===== src/rtl/mux2_rr_arbiter.sv =====
// Two-requester round-robin arbiter driving a registered 2:1 mux select and a
// valid/ready output port; each grant is capped at MAX_BURST transfers while the other side waits.
module mux2_rr_arbiter #(
    parameter int WIDTH     = 2,
    parameter int MAX_BURST = 4
) (
    input  logic             clk,
    input  logic             rst,
    input  logic             req_a,
    input  logic [WIDTH-1:0] data_a,
    output logic             ack_a,
    input  logic             req_b,
    input  logic [WIDTH-1:0] data_b,
    output logic             ack_b,
    output logic [WIDTH-1:0] out_data,
    output logic             out_valid,
    input  logic             out_ready,
    output logic             sel,
    output logic             busy
);

    typedef enum logic [1:0] {
        ST_IDLE    = 2'd0,
        ST_SERVE_A = 2'd1,
        ST_SERVE_B = 2'd2
    } state_t;

    localparam logic [3:0] LP_MAX_BURST = 4'(MAX_BURST);
    localparam logic       LP_SIDE_A    = 1'b0;
    localparam logic       LP_SIDE_B    = 1'b1;

    state_t     r_state;
    state_t     w_state_nxt;
    logic       r_sel;
    logic       r_last;
    logic       w_last_nxt;
    logic [3:0] r_burst_cnt;
    logic [3:0] w_cnt_nxt;
    logic [3:0] w_cnt_inc;
    logic       w_own_req;
    logic       w_other_req;
    logic       w_xfer;
    state_t     w_other_state;
    logic       w_other_side;

    // Requests seen from the point of view of whichever side currently holds the grant.
    always_comb begin
        w_own_req     = 1'b0;
        w_other_req   = 1'b0;
        w_other_state = ST_IDLE;
        w_other_side  = LP_SIDE_A;
        case (r_state)
            ST_SERVE_A: begin
                w_own_req     = req_a;
                w_other_req   = req_b;
                w_other_state = ST_SERVE_B;
                w_other_side  = LP_SIDE_B;
            end
            ST_SERVE_B: begin
                w_own_req     = req_b;
                w_other_req   = req_a;
                w_other_state = ST_SERVE_A;
                w_other_side  = LP_SIDE_A;
            end
            default: ;
        endcase
    end

    assign out_valid = !rst && w_own_req;
    assign w_xfer    = out_valid && out_ready;
    assign ack_a     = w_xfer && (r_state == ST_SERVE_A);
    assign ack_b     = w_xfer && (r_state == ST_SERVE_B);
    assign w_cnt_inc = r_burst_cnt + 4'd1;

    always_comb begin
        // NOTE: every output of this block gets a default first so no path
        // leaves it unassigned, which is what keeps latches from being inferred.
        w_state_nxt = r_state;
        w_last_nxt  = r_last;
        w_cnt_nxt   = r_burst_cnt;
        case (r_state)
            ST_IDLE: begin
                // On a tie the side that was not granted last wins.
                if (req_a && (!req_b || r_last == LP_SIDE_B)) begin
                    w_state_nxt = ST_SERVE_A;
                    w_last_nxt  = LP_SIDE_A;
                    w_cnt_nxt   = 4'd0;
                end else if (req_b) begin
                    w_state_nxt = ST_SERVE_B;
                    w_last_nxt  = LP_SIDE_B;
                    w_cnt_nxt   = 4'd0;
                end
            end
            ST_SERVE_A, ST_SERVE_B: begin
                if (w_xfer) begin
                    if (w_cnt_inc == LP_MAX_BURST) begin
                        w_cnt_nxt = 4'd0;
                        if (w_other_req) begin
                            w_state_nxt = w_other_state;
                            w_last_nxt  = w_other_side;
                        end
                    end else begin
                        w_cnt_nxt = w_cnt_inc;
                    end
                end else if (!w_own_req) begin
                    w_cnt_nxt = 4'd0;
                    if (w_other_req) begin
                        w_state_nxt = w_other_state;
                        w_last_nxt  = w_other_side;
                    end else begin
                        w_state_nxt = ST_IDLE;
                    end
                end
            end
            default: begin
                w_state_nxt = ST_IDLE;
                w_cnt_nxt   = 4'd0;
            end
        endcase
    end

    // NOTE: state registers use non-blocking assignments so every flop samples
    // the pre-edge values regardless of statement order.
    always_ff @(posedge clk) begin
        if (rst) begin
            r_state     <= ST_IDLE;
            r_sel       <= 1'b0;
            r_last      <= LP_SIDE_B;
            r_burst_cnt <= 4'd0;
        end else begin
            r_state     <= w_state_nxt;
            r_sel       <= (w_state_nxt == ST_SERVE_B);
            r_last      <= w_last_nxt;
            r_burst_cnt <= w_cnt_nxt;
        end
    end

    assign sel      = r_sel;
    assign busy     = (r_state != ST_IDLE);
    assign out_data = r_sel ? data_b : data_a;

    burst_cnt_in_range : assert property (@(posedge clk) disable iff (rst)
        r_burst_cnt < LP_MAX_BURST);

endmodule


===== config.mk =====
export PLATFORM = sky130hd
export DESIGN_NAME = mux2_rr_arbiter
export DESIGN_NICKNAME = d
export VERILOG_FILES = /design/src/rtl/mux2_rr_arbiter.sv
export SDC_FILE = /design/constraint.sdc
export NUM_CORES = 1
export LEC_CHECK = 0
export CAP_MARGIN = 5
export CORE_MARGIN = 3
export CORE_UTILIZATION = 35
export CTS_BUF_LIST = sky130_fd_sc_hd__clkbuf_8
export CTS_CLUSTER_SIZE = 10
export DETAILED_ROUTE_END_ITERATION = 10
export HOLD_SLACK_MARGIN = 0.06
export SYNTH_ARGS = -nofsm -noshare
export SYNTH_HDL_FRONTEND = slang
export SYNTH_SLANG_ARGS = --single-unit

===== constraint.sdc =====
create_clock -name clk -period 2.07 [get_ports clk]
set_input_delay 0.414 -clock clk [delete_from_list [all_inputs] [get_ports clk]]
set_output_delay 0.414 -clock clk [all_outputs]
set_load 0.1 [all_outputs]

==> run metrics <==
outcome finished clean; DP Cell Count between 100 and 150; Initial Util 37.44%; setup ws final 0.01573 ns; first-pass GRT wire length between 3 and 4 mm; Slew @ Worst Pin 0.4040 ns; CP max FO 5; Worst Hold Class flip-flop to flip-flop; Final Max Tran Viols 0; DR vias 745; fin area ~1200 um2; #FFs+latches synth 8; Worst EP arrival around 1.6 ns; Nets 130; gr usage total about 16%; syn_nets 100; post-CTS setup buffers 0; Flop pwr share between 20% and 30%; crit path max-delay cell type dfxtp_2; Mean Syn Cell Area 8.729 um2; synth warn 0; most frequent cells in the layout 13 x buf_4, 10 x nor2_1, 6 x clkdlybuf4s50_1, 6 x buf_12, 6 x dfxtp_1; RSZ-0062 raised after global routing true; gr ovfl total 0; Sw Ratio around two fifths; DRT antenna net count 0; post-synthesis sequential area ratio about 22%; layout cells sized above 1 between 40% and 50%; worst-path cell chain buf_6 > ha_2 > a22o_4 > and3_4 > and2_2 > buf_12; Clk pwr share 20.2%; Max Cap Viol 0; Mapped Cells 85; mapped cell area 742.0 um2; CTS buffer count 3; Post-synth EDFFs 0; P_int ~550 uW; Fillers about 180; First-pass DRT Iterations 4; crit path kind flip-flop to primary output; Fin. Hold Viols 0; Vias per Instance about 5.3; PD cells 807.8 nW/um2; Cell Area, Placed about 1100 um2; GPL Wtd Cong ~0.9; Die X 52.04 um; Routed WL ~1.9 mm; initial antenna violation count 0; Final Skew ~0.0042 ns; Slew Limit Headroom approximately 73%; startpoint types flip-flop; clock-pin slew on the worst setup and hold paths about 0.040 ns; hpwl dp 1.460 mm; top_reg_cell synth dfxtp_1; VDD IR max 721.5 uV; Critical Path Sink Type primary output; crit-path max cell delay about 0.32 ns; Gate power share just under 60%; hold_buf cts 0; final setup fails 0; vias in the first global route ~760; root buffer cell clkbuf_8; Net Switching between 300 and 400 uW; synth unique cells 40; Finished Layout Cells 140; crit-path leading delay family simple AND/OR/NAND/NOR gates; PortBufs 15; Cell Rows 16; H-tree depth 1; Post-synth ARST share 0%; pre-CTS WS -0.03016 ns; CTS tree yes; core area ~2000 um2; 1st-iter DRT viols 9; fin crit period between 2 and 2.5 ns; Highest Clock Rate ~490 MHz; Leakage 0.4905 nW; Ant. Diodes 0; period utilization 99.24%; Worst-Skew Late Latency 0.23 ns; most common cell after layout, fill and taps aside buf_4; Req. time, crit path between 1.5 and 2 ns; clk sink count 8; Layout area overhead 55.31%; Boundary Pins 16; Routed WL per cell about 14 um; Buf/Inv on CP 2; die extent in y roughly 52 um; die area roughly 2700 um2; # DRC 0; clk buf depth 2; largest net degree at the start of global routing 10
-- through the flow --
step / util, % / TNS (ns) / hold slack [ns] / power [mW]
final: 58.14 / 0 / 0.5391 / 0.9309
after CTS: 56.12 / 0 / 0.5373 / 0.8976
after global placement: 53.22 / 0 / 0.5161 / 0.6866
after detailed placement: 53.22 / -0.06403 / 0.5315 / 0.6927
after global routing: 58.14 / -0.03620 / 0.5799 / 0.9884
after floorplan: - / -0.1097 / 0.4939 / 0.5252
-- logic make-up after synthesis --
| logic type | synth area share (%) |
|---|---|
| AND/OR/NAND/NOR | 24.96 |
| AO/OA/AOI/OAI | 27.49 |
| buffers and inverters | 7.250 |
| flip-flops | 21.58 |
| multiplexers | 8.600 |
| adder cells (fa/ha/maj) | 10.12 |
-- routing by layer --
metal	global-route usage, %	up-vias	share of wire (%)
met5	0	-	0
met4	5.240	0	1.4
met3	5.158	5	6.8
met2	27.82	20	48
met1	18.72	349	44
li1	-	371	-
-- worst paths after layout --
check                                            startpoint  slack, ns                          end  cells after the start
worst max-delay path                  r_state[1]$_SDFF_PP0_       0.02                        ack_b                      6
worst min-delay path                    r_last$_SDFFE_PP1P_       0.54          r_last$_SDFFE_PP1P_                      2
worst max register to register  r_burst_cnt[0]$_SDFFE_PP0P_       0.23  r_burst_cnt[2]$_SDFFE_PP0P_                      6
worst min register to register          r_last$_SDFFE_PP1P_       0.54          r_last$_SDFFE_PP1P_                      2
-- sequential cells by signal, summed over array words and instances, names as in the netlist --
signal       count
r_last           1
sel              1
r_state          2
r_burst_cnt      4
-- tightest hold or removal path, delay by kind of cell, from the launching register on --
kind,cells,cell delay (ns)
multiplexers,1,0.07
flip-flops,1,0.31
AND/OR/NAND/NOR,1,0.10
-- power groups by stage --
| stage | registers [mW] | logic (mW) | clock network, mW |
|---|---|---|---|
| final | 0.193 | 0.550 | 0.188 |
| after detailed placement | 0.191 | 0.501 | 0 |
| after global routing | 0.196 | 0.591 | 0.201 |
| after CTS | 0.189 | 0.512 | 0.196 |
| after global placement | 0.190 | 0.496 | 0 |
| after floorplan | 0.217 | 0.309 | 0 |
-- cell type report --
type / instances / area, um2 / share of cell area [%]
tap: 27 / 33.78 / 2.932
timing repair buffer: 29 / 321.6 / 27.90
sequential: 8 / 162.7 / 14.12
inverter: 4 / 15.01 / 1.303
multi-input combinational: 69 / 578.1 / 50.16
clock buffer: 3 / 41.29 / 3.583
-- repair_timing --
action | CTS | global route
resized for setup | 7 | 10
pin swaps | 2 | 0
hold endpoints to repair | 0 | 0
cloned | 0 | 0
endpoints found under the setup margin | 3 | 3
-- cell usage after synthesis (2+ instances only) --
| master | n | area share (%) |
|---|---|---|
| nand2_1 | 3 | 1.5 |
| mux2i_1 | 3 | 4.0 |
| ha_1 | 6 | 10 |
| a31oi_1 | 3 | 2.5 |
| dfxtp_1 | 8 | 22 |
| and2_1 | 2 | 1.7 |
| o21ai_0 | 4 | 2.7 |
| nor2_1 | 11 | 5.6 |
| a22oi_1 | 3 | 3.0 |
| nand3_1 | 3 | 2.0 |
| buf_6 | 3 | 4.6 |
| inv_1 | 4 | 2.0 |
| mux2_2 | 3 | 4.6 |
| nand3b_1 | 3 | 3.0 |
Note: power is estimated with default switching activity, not from simulation.
